==> config.mk <==
export PLATFORM = sky130hd
export DESIGN_NAME = i2s_tx_96k
export DESIGN_NICKNAME = d
export VERILOG_FILES = /design/src/rtl/audio_pkg.sv /design/src/rtl/audio_round_sat.sv /design/src/rtl/i2s_tx_96k.sv
export SDC_FILE = /design/constraint.sdc
export NUM_CORES = 1
export LEC_CHECK = 0
export CORE_UTILIZATION = 58
export DETAILED_ROUTE_END_ITERATION = 7
export DONT_BUFFER_PORTS = 1
export GPL_ROUTABILITY_DRIVEN = 0
export PLACE_DENSITY = 0.82
export SLEW_MARGIN = 5
export SYNTH_ARGS = -nofsm -noshare
export SYNTH_HDL_FRONTEND = slang
export SYNTH_HIERARCHICAL = 1
export SYNTH_SLANG_ARGS = --single-unit
==> constraint.sdc <==
create_clock -name clk -period 5.15 [get_ports clk]
set_input_delay 0.515 -clock clk [delete_from_list [all_inputs] [get_ports clk]]
set_output_delay 0.515 -clock clk [all_outputs]
set_load 0.005 [all_outputs]
==> src/rtl/audio_pkg.sv <==
// Shared constants, state type and slot-bit helper for the 96 kHz I2S output path.
// Frame timing is fixed: 8 mclk per bclk, 32 bclk per slot, 512 mclk per stereo frame.
package audio_pkg;

    localparam int CLK_PER_BCLK  = 8;
    localparam int BITS_PER_SLOT = 32;
    localparam int FRAME_CLKS    = 512;
    localparam int SMP_W         = 24;

    localparam int CNT_W      = $clog2(FRAME_CLKS);
    localparam int BCLK_SH    = $clog2(CLK_PER_BCLK);
    localparam int SLOT_IDX_W = $clog2(BITS_PER_SLOT);

    typedef enum logic [1:0] {
        IDLE  = 2'd0,
        PRIME = 2'd1,
        RUN   = 2'd2,
        DRAIN = 2'd3
    } tx_state_t;

    // Index 0 is the I2S one-bit delay; 1..SMP_W carry the word MSB first; the rest pad with 0.
    function automatic logic slot_bit(input logic [SMP_W-1:0]      word,
                                      input logic [SLOT_IDX_W-1:0] idx);
        logic [SLOT_IDX_W-1:0] pos;
        pos = SLOT_IDX_W'(SMP_W) - idx;
        if (idx >= SLOT_IDX_W'(1) && idx <= SLOT_IDX_W'(SMP_W))
            return word[pos];
        return 1'b0;
    endfunction

endpackage

==> src/rtl/audio_round_sat.sv <==
// Combinational round-half-up and positive saturation from a wide interpolator sample
// down to the DAC word width; one instance per channel.
module audio_round_sat #(
    parameter int DIN_W    = 34,
    parameter int DOUT_W   = 24,
    parameter int LSB_DROP = 10
) (
    input  logic [DIN_W-1:0]  din,
    output logic [DOUT_W-1:0] dout
);

    logic [DOUT_W-1:0] kept;
    logic [DOUT_W-1:0] sum;
    logic              rnd;
    logic              unused_lsbs;

    assign kept        = din[LSB_DROP+DOUT_W-1:LSB_DROP];
    assign rnd         = din[LSB_DROP-1];
    assign sum         = kept + DOUT_W'(rnd);
    assign unused_lsbs = ^din[LSB_DROP-2:0];

    // Only a positive word can wrap on +1; a negative one moves toward zero.
    always_comb begin
        dout = sum;
        if (!kept[DOUT_W-1] && sum[DOUT_W-1])
            dout = {1'b0, {(DOUT_W-1){1'b1}}};
    end

endmodule

==> src/rtl/i2s_tx_96k.sv <==
// I2S (Philips) transmitter for the 96 kHz path: rounds each stereo pair to 24 bits,
// holds one pair, and serialises it with bclk = clk/8 and lrck = clk/512.
//
// state | meaning
// IDLE  | lines held low, holding register invalidated, counter parked at 0
// PRIME | enabled, counter parked at 0, waiting for the first pair
// RUN   | frame counter running, sample_req issued at each frame start
// DRAIN | run dropped: finish the current frame, then return to IDLE
module i2s_tx_96k #(
    parameter int DIN_W         = 34,
    parameter int DOUT_W        = 24,
    parameter int LSB_DROP      = 10,
    parameter bit UNDERRUN_MUTE = 1'b0
) (
    input  logic             clk,
    input  logic             reset,
    input  logic             run,
    input  logic             din_valid,
    input  logic [DIN_W-1:0] l_din,
    input  logic [DIN_W-1:0] r_din,
    output logic             i2s_bclk,
    output logic             i2s_lrck,
    output logic             i2s_sdata,
    output logic             sample_req,
    output logic             underrun,
    output logic             overrun,
    input  logic [1:0]       test_d_select,
    output logic [15:0]      test_data
);

    import audio_pkg::*;

    tx_state_t          state;
    tx_state_t          state_nxt;
    logic [CNT_W-1:0]   cnt;
    logic               active;
    logic               cnt_last;
    logic               frame_load;
    logic               accept;
    logic               underrun_nxt;
    logic               overrun_nxt;
    logic               sreq_nxt;

    logic [DOUT_W-1:0]  l_rs;
    logic [DOUT_W-1:0]  r_rs;
    logic [DOUT_W-1:0]  hold_l;
    logic [DOUT_W-1:0]  hold_r;
    logic               hold_valid;
    logic [DOUT_W-1:0]  tx_l;
    logic [DOUT_W-1:0]  tx_r;
    logic [DOUT_W-1:0]  tx_word;
    logic [7:0]         under_cnt;
    logic [7:0]         over_cnt;

    audio_round_sat #(
        .DIN_W    (DIN_W),
        .DOUT_W   (DOUT_W),
        .LSB_DROP (LSB_DROP)
    ) u_rs_l (
        .din  (l_din),
        .dout (l_rs)
    );

    audio_round_sat #(
        .DIN_W    (DIN_W),
        .DOUT_W   (DOUT_W),
        .LSB_DROP (LSB_DROP)
    ) u_rs_r (
        .din  (r_din),
        .dout (r_rs)
    );

    assign active       = (state == RUN) || (state == DRAIN);
    assign cnt_last     = (cnt == CNT_W'(FRAME_CLKS - 1));
    assign frame_load   = active && (cnt == '0);
    assign accept       = din_valid && (state != IDLE);
    assign underrun_nxt = frame_load && !hold_valid;
    assign overrun_nxt  = accept && hold_valid && !frame_load;
    assign sreq_nxt     = (state == RUN) && (cnt == '0);
    assign tx_word      = cnt[CNT_W-1] ? tx_r : tx_l;

    always_ff @(posedge clk) begin
        if (reset)
            state <= IDLE;
        else
            state <= state_nxt;
    end

    // Dropping run on the last clock of a frame skips DRAIN: the frame is already complete.
    always_comb begin
        state_nxt = state;
        case (state)
            IDLE:    if (run) state_nxt = PRIME;
            PRIME:   begin
                         if (!run)
                             state_nxt = IDLE;
                         else if (din_valid)
                             state_nxt = RUN;
                     end
            RUN:     if (!run) state_nxt = cnt_last ? IDLE : DRAIN;
            DRAIN:   begin
                         if (run)
                             state_nxt = RUN;
                         else if (cnt_last)
                             state_nxt = IDLE;
                     end
            default: state_nxt = IDLE;
        endcase
    end

    always_ff @(posedge clk) begin
        if (reset)
            cnt <= '0;
        else if (active)
            cnt <= cnt + 1'b1;
        else
            cnt <= '0;
    end

    // A write landing on the load clock refills the holding register after tx takes the old pair.
    always_ff @(posedge clk) begin
        if (reset) begin
            hold_l     <= '0;
            hold_r     <= '0;
            hold_valid <= 1'b0;
        end else if (state == IDLE) begin
            hold_valid <= 1'b0;
        end else if (accept) begin
            hold_l     <= l_rs;
            hold_r     <= r_rs;
            hold_valid <= 1'b1;
        end else if (frame_load) begin
            hold_valid <= 1'b0;
        end
    end

    always_ff @(posedge clk) begin
        if (reset) begin
            tx_l <= '0;
            tx_r <= '0;
        end else if (frame_load) begin
            if (hold_valid) begin
                tx_l <= hold_l;
                tx_r <= hold_r;
            end else if (UNDERRUN_MUTE) begin
                tx_l <= '0;
                tx_r <= '0;
            end
        end
    end

    always_ff @(posedge clk) begin
        if (reset) begin
            i2s_bclk   <= 1'b0;
            i2s_lrck   <= 1'b0;
            i2s_sdata  <= 1'b0;
            sample_req <= 1'b0;
            underrun   <= 1'b0;
            overrun    <= 1'b0;
        end else begin
            i2s_bclk   <= active & cnt[BCLK_SH-1];
            i2s_lrck   <= active & cnt[CNT_W-1];
            sample_req <= sreq_nxt;
            underrun   <= underrun_nxt;
            overrun    <= overrun_nxt;
            if (!active)
                i2s_sdata <= 1'b0;
            else if (cnt[BCLK_SH-1:0] == '0)
                i2s_sdata <= slot_bit(tx_word, cnt[CNT_W-2:BCLK_SH]);
        end
    end

    always_ff @(posedge clk) begin
        if (reset) begin
            under_cnt <= '0;
            over_cnt  <= '0;
        end else begin
            if (underrun_nxt)
                under_cnt <= under_cnt + 8'd1;
            if (overrun_nxt)
                over_cnt <= over_cnt + 8'd1;
        end
    end

    always_comb begin
        test_data = '0;
        case (test_d_select)
            2'd0:    test_data = hold_l[DOUT_W-1:DOUT_W-16];
            2'd1:    test_data = hold_r[DOUT_W-1:DOUT_W-16];
            2'd2:    test_data = {state, cnt, 5'b0};
            default: test_data = {under_cnt, over_cnt};
        endcase
    end

endmodule
==> impl_metrics.tcl <==
set metrics [dict create \
    status "finished, violations left" \
    violations "design-rule violations" \
    rsz0062_at_grt "no" \
    synth_top_area_share_pct 37.8 \
    nets 904 \
    max_slew.worst_pin.slew_ps 1020 \
    portBuffers 0 \
    crit_arrival_ps 3540 \
    numCtsBuffers 17 \
    critical_path_class "reg2reg" \
    synth.most_common_cell "nand2_1" \
    drive_gt1_share_pct 8.42 \
    gr-usage-all-layers_pct 27.4 \
    syn_nets 934 \
    dr.pass1.iters 8 \
    cts.sinks 130 \
    synth_area_leader_cell "dfxtp_1" \
    h-tree-depth 4 \
    synthArstFlopShare_pct 0 \
    synth-warning-count 6 \
    synth_area_sq_um 6890 \
    slew_violations 0 \
    num_vias 5880 \
    fin_crit_sh_pct 63.0 \
    crit_required_ps 5440 \
    power_density_nw_per_um2 320 \
    hp-class "in2reg" \
    yosys.cell_types.count 53 \
    max_cap_violations 0 \
    totalWireLength_mm 16.0 \
    dieArea_sq_um 12300 \
    p_leak_nw 2.55 \
    syn_to_final_growth_pct 8.21 \
    post-route-util_pct 64.7 \
    cts_setup_buffers 0 \
    die_y_microns 111 \
    io_pins 96 \
    hold_depth 1 \
    synth.ff_latch_count 130 \
    synthFlopType "dfxtp_1" \
    die_w_microns 111 \
    grt_pass1_wl_mm 26.7 \
    dp_slack_ps 1940 \
    core_area_sq_um 11500 \
    relSlewSlack_pct 31.5 \
    finalHoldViolations 0 \
    start_util_pct 59.8 \
    grt_pass1_vias 5506 \
    rows 39 \
    wl_per_cell_microns 16.5 \
    setup_ws_ps 1900 \
    hpwl_mm 10.8 \
    avgSynthCellArea_sq_um 8.12 \
    rr_worst_depth 8 \
    holdWs_ps 163 \
    end_kind "flop" \
    synth_area_leaders "dfxtp_1 38%, nand2_1 13%, a21oi_1 7.9%, mux4_2 5.2%, xnor2_1 3.3%" \
    ant_nets 0 \
    diodes 0 \
    finClkSkew_ps 6.64 \
    max_freq_mhz 308 \
    cts-root-buf "clkbuf_16" \
    setup_viol 0 \
    clock_latency_ps 420 \
    syn_inst 848 \
    cts_max_path_buffers 2 \
    viasPerCell 6.04 \
    path_clk_slew_ps 60 \
    gr-total-overflow 0 \
    fin_crit_ps 3250 \
    startpoint_type "flop" \
    ctsResizeCount 0 \
    ctsHoldBuffers 0 \
    setup_tns_ps 0 \
    antenna_found_initial 0 \
    synth_edf_count 0 \
    path_max_fanout 14 \
    synth_seq_area_share_pct 37.8 \
    synth_commonest_cells "236 x nand2_1, 130 x dfxtp_1, 109 x a21oi_1, 41 x nor2_1, 30 x nand3_1" \
    cts_tree "done" \
    peakVddDrop_uv 280 \
    drtIter0Drc 449 \
    drc 4 \
    grt_max_degree 120 \
    total_power_mw 2.39 \
]
==> logic make-up after synthesis <==
group | synth area share [%]
AND/OR/NAND/NOR | 27.5
AO/OA/AOI/OAI | 13.5
flip-flops | 37.8
buffers and inverters | 4.29
XOR/XNOR | 5.09
multiplexers | 9.72
adder cells (fa/ha/maj) | 2.18
==> where the power goes <==
part | switching [mW] | total (mW) | internal, mW | leakage, nW
Clock | 0.467 | 1.24 | 0.771 | 0.295
Sequential | 0.0191 | 1.04 | 1.02 | 1.05
Combinational | 0.0577 | 0.105 | 0.0474 | 1.20
Total | 0.544 | 2.39 | 1.84 | 2.55
==> critical path: stages (launching register included) <==
cell and delay [ps]:
dfxtp_1 630, inv_1 210, ha_1 770, mux4_1 670, and3_1 210, a21oi_1 120, nand4_1 110, a222oi_1 300
nor3_1 80
==> registers in the layout (all words and copies together) (netlist names), 2 cells and up <==
name	flops
tx_l	24
over_cnt	8
state	2
hold_r	24
cnt	9
tx_r	24
hold_l	24
under_cnt	8
==> final cells by class <==
cell class | instances | area, sq um
clock buffer | 19 | 433
clock inverter | 13 | 175
fill | 900 | 4060
inverter | 8 | 30.0
multi-input combinational | 658 | 4010
sequential | 130 | 2600
tap | 143 | 179
timing repair buffer | 3 | 22.5
==> layer usage <==
metal	part of all wire [%]	global-route usage [%]	up-vias
li1	-	-	2908
met1	43	35.2	2741
met2	47	43.9	197
met3	5.8	5.47	34
met4	3.3	13.7	0
met5	0	0	-
==> cell usage in the layout (no fill, tap or decap), types with 7 or more instances in the layout <==
master,count
o21ai_0,23
xor2_1,14
a31oi_1,14
nand2b_1,7
mux4_2,16
xnor2_1,26
ha_1,12
clkbuf_16,17
nor3_1,18
nand2_1,236
dfxtp_1,130
inv_1,8
and4_1,8
mux2i_1,8
nand3_1,30
nor4_1,8
a21oi_1,109
mux4_1,7
nand4_1,18
nor2_1,40
==> final timing paths <==
| check | endpoint | slack, ps | from |
|---|---|---|---|
| hold / removal | under_cnt[1] | 160 | reset |
| setup reg to reg | i2s_sdata | 1900 | cnt[3] |
| setup / recovery | i2s_sdata | 1900 | cnt[3] |
| hold reg to reg | tx_r[5] | 450 | hold_r[5] |
==> through the flow <==
step,std cells,area [sq um]
after global placement,942,6850
final,974,7450
after CTS,974,7450
after global routing,974,7450
after floorplan,848,6890
after detailed placement,942,6850
(Power assumes the default switching activity.)
==> RTL edit (same settings) <==
`UNDERRUN_MUTE`: 1'b0 -> 1'b1.
--- a/src/rtl/i2s_tx_96k.sv
+++ b/src/rtl/i2s_tx_96k.sv
@@ -11,5 +11,5 @@
     parameter int DOUT_W        = 24,
     parameter int LSB_DROP      = 10,
-    parameter bit UNDERRUN_MUTE = 1'b0
+    parameter bit UNDERRUN_MUTE = 1'b1
 ) (
     input  logic             clk,
Formal check against the unedited RTL: same outputs for any inputs over 4 cycles, from zero or initial values and one cycle with reset high; that may be too few to reach the edited logic, so the function may still have changed.
==> RTL edit against the unedited design <==
The flow still finishes with violations (DRC). Worst setup slack improved by 0.064 ns. Maximum frequency rose by 2.0%. Final area rose by 1.5%. Worst hold slack improved by 0.015 ns. Synthesized cell count rose by 1.2%. Sequential cell count did not move. Combinational power rose by 15%. Die area rose by 1.3%. Power rose by 1.3%. Via count rose by 9.5%. Synthesized area rose by 1.3%. Non-clock buffer count rose by 2. Count of clock-buffer cells in the layout did not move. Routed wire length rose by 13%.
==> RTL edit: results (changes against the unedited design) <==
[drt]
drc=2  ; -2
vias=6439  ; +9.5%
drtIter0Drc=782  ; +74%
firstDrtPassIters=8  ; unchanged
drt-total-wl_mm=18.2  ; +13%

[sta]
timing.slew.headroom=0.505  ; +0.189
skew_ns=0.00695  ; +0.000307 ns
finalSetupTns_ns=0  ; unchanged

[power_and_ir_drop]
power.leakage_nw=2.62  ; +2.7%
power_frac_clock=0.518  ; about the same
vdd_ir_drop_max_uv=280  ; about the same
p_int_mw=1.88  ; +2.2%

[yosys]
synth_edf_count=0  ; unchanged
async_reset_ff_frac=0  ; unchanged
yosysSeqAreaShare=0.373  ; -0.00488
syn_nets=944  ; +1.1%
synth_area_per_cell_um2=8.13  ; +0.13%
yosysWarnings=6  ; unchanged
synthTopCellsByArea=dfxtp_1 37%, nand2_1 10%, a21oi_1 7.5%, nand3_1 5.0%, mux4_2 4.2%
synth_cell_types=52  ; -1.9%
yosys-top-cells-count=189 x nand2_1, 130 x dfxtp_1, 105 x a21oi_1, 70 x nand3_1, 44 x nor2_1

[global_routing]
grt_max_degree=122  ; +1.7%
grt_pass1_wl_mm=29.1  ; +9.0%
grt-ovfl-total=0  ; unchanged
antenna_found_initial=0  ; unchanged
track_usage=0.291  ; +0.0177
grt_pass1_vias=5975  ; +8.5%

[outcome]
status=finished with violations
violations=DRC

[critical_path]
arrival_ns=3.47  ; -0.07 ns
worst_path_largest_cell_delay_ns=0.74  ; -0.03 ns
slowest_stage=ha_1
path_max_fanout=12  ; -2
reg2reg_depth=7  ; -1

[clock_network]
cts_setup_buffers=0  ; unchanged
clk_pin_slew_worst_paths_ns=0.06  ; about the same
htreeDepth=4  ; unchanged
clock-root-buffer=clkbuf_16
ctsLongestPathBuffers=2  ; unchanged
numCtsBuffers=17  ; unchanged
insertion_delay_ns=0.41
cts_resized=0  ; unchanged

[layout]
antennaDiodeCount=0  ; unchanged
drive_gt1_frac=0.0766  ; -0.00759
layout.nets=909  ; +0.55%

[place]
place_hpwl_mm=11.8  ; +9.4%
io_buffers=0  ; unchanged

[min_path]
min_path_type=in2reg
whs_path_depth=1  ; unchanged

## RTL edit: cell count changes in the layout (fill, tap and decap cells not counted), sizes merged, moves of 3 or more
cell   delta
xor2      -4
or2       -3
nand3    +41
nand2    -47
a21oi     -4
## RTL edit: power groups by stage
stage | registers, mW | logic, mW | clock network [mW]
6_report | 1.04 | 0.121 | 1.25
5_1_grt | 1.05 | 0.134 | 1.30
4_1_cts | 1.04 | 0.120 | 1.26
3_5_place_dp | 1.06 | 0.119 | 0
3_3_place_gp | 1.06 | 0.115 | 0
2_1_floorplan | 1.06 | 0.117 | 0
## RTL edit: layout make-up
class	count	area (um2)
repair buffers	5	37.5
clock buffers	19	433
fillers	876	4000
well taps	143	179
inverters	9	33.8
clock inverters	12	181
flip-flops and latches	130	2600
multi-input cells	660	4100
## RTL edit: metal layers
| metal | vias up | wire, um | GRT usage |
|---|---|---|---|
| li1 | 2991 | - | - |
| met1 | 3004 | 7170 | 0.371 |
| met2 | 376 | 8540 | 0.475 |
| met3 | 68 | 1580 | 0.0533 |
| met4 | 0 | 887 | 0.149 |
| met5 | - | 0 | 0 |
## RTL edit: through the flow
step	setup WS (ns)	total power [mW]	cell area, um2	instances	utilization
floorplan	2.59	1.17	6980	858	-
global placement	2.10	1.18	6950	947	0.601
detailed placement	2.04	1.18	6950	947	0.601
CTS	2.02	2.42	7570	978	0.654
global route	1.84	2.48	7570	978	0.654
finish	1.97	2.42	7570	978	0.654
## RTL edit: final timing paths
kind	from	slack (ns)	end
worst max-delay path	cnt[3]$_SDFF_PP0_	1.97	i2s_sdata$_SDFFE_PP0N_
worst max register to register	cnt[3]$_SDFF_PP0_	1.97	i2s_sdata$_SDFFE_PP0N_
worst min-delay path	reset	0.18	state[1]$_SDFFE_PP0P_
worst min register to register	tx_r[1]$_SDFFE_PP0P_	0.45	tx_r[1]$_SDFFE_PP0P_
## RTL edit: cells by family after synthesis
kind of cell | count (synthesis) | share of synthesized area
xor+xnor | 38 | 0.0477
fa+ha+maj | 12 | 0.0215
simple gates | 404 | 0.276
buf+inv | 68 | 0.0414
compound gates | 167 | 0.134
flops | 130 | 0.373
mux | 39 | 0.106
## RTL edit: critical path, delay by kind of cell, from the launching register on
| kind | cells | cell delay (ns) |
|---|---|---|
| compound gates | 2 | 0.31 |
| buf+inv | 1 | 0.18 |
| mux | 2 | 1.13 |
| simple gates | 1 | 0.07 |
| fa+ha+maj | 1 | 0.74 |
| flops | 1 | 0.61 |
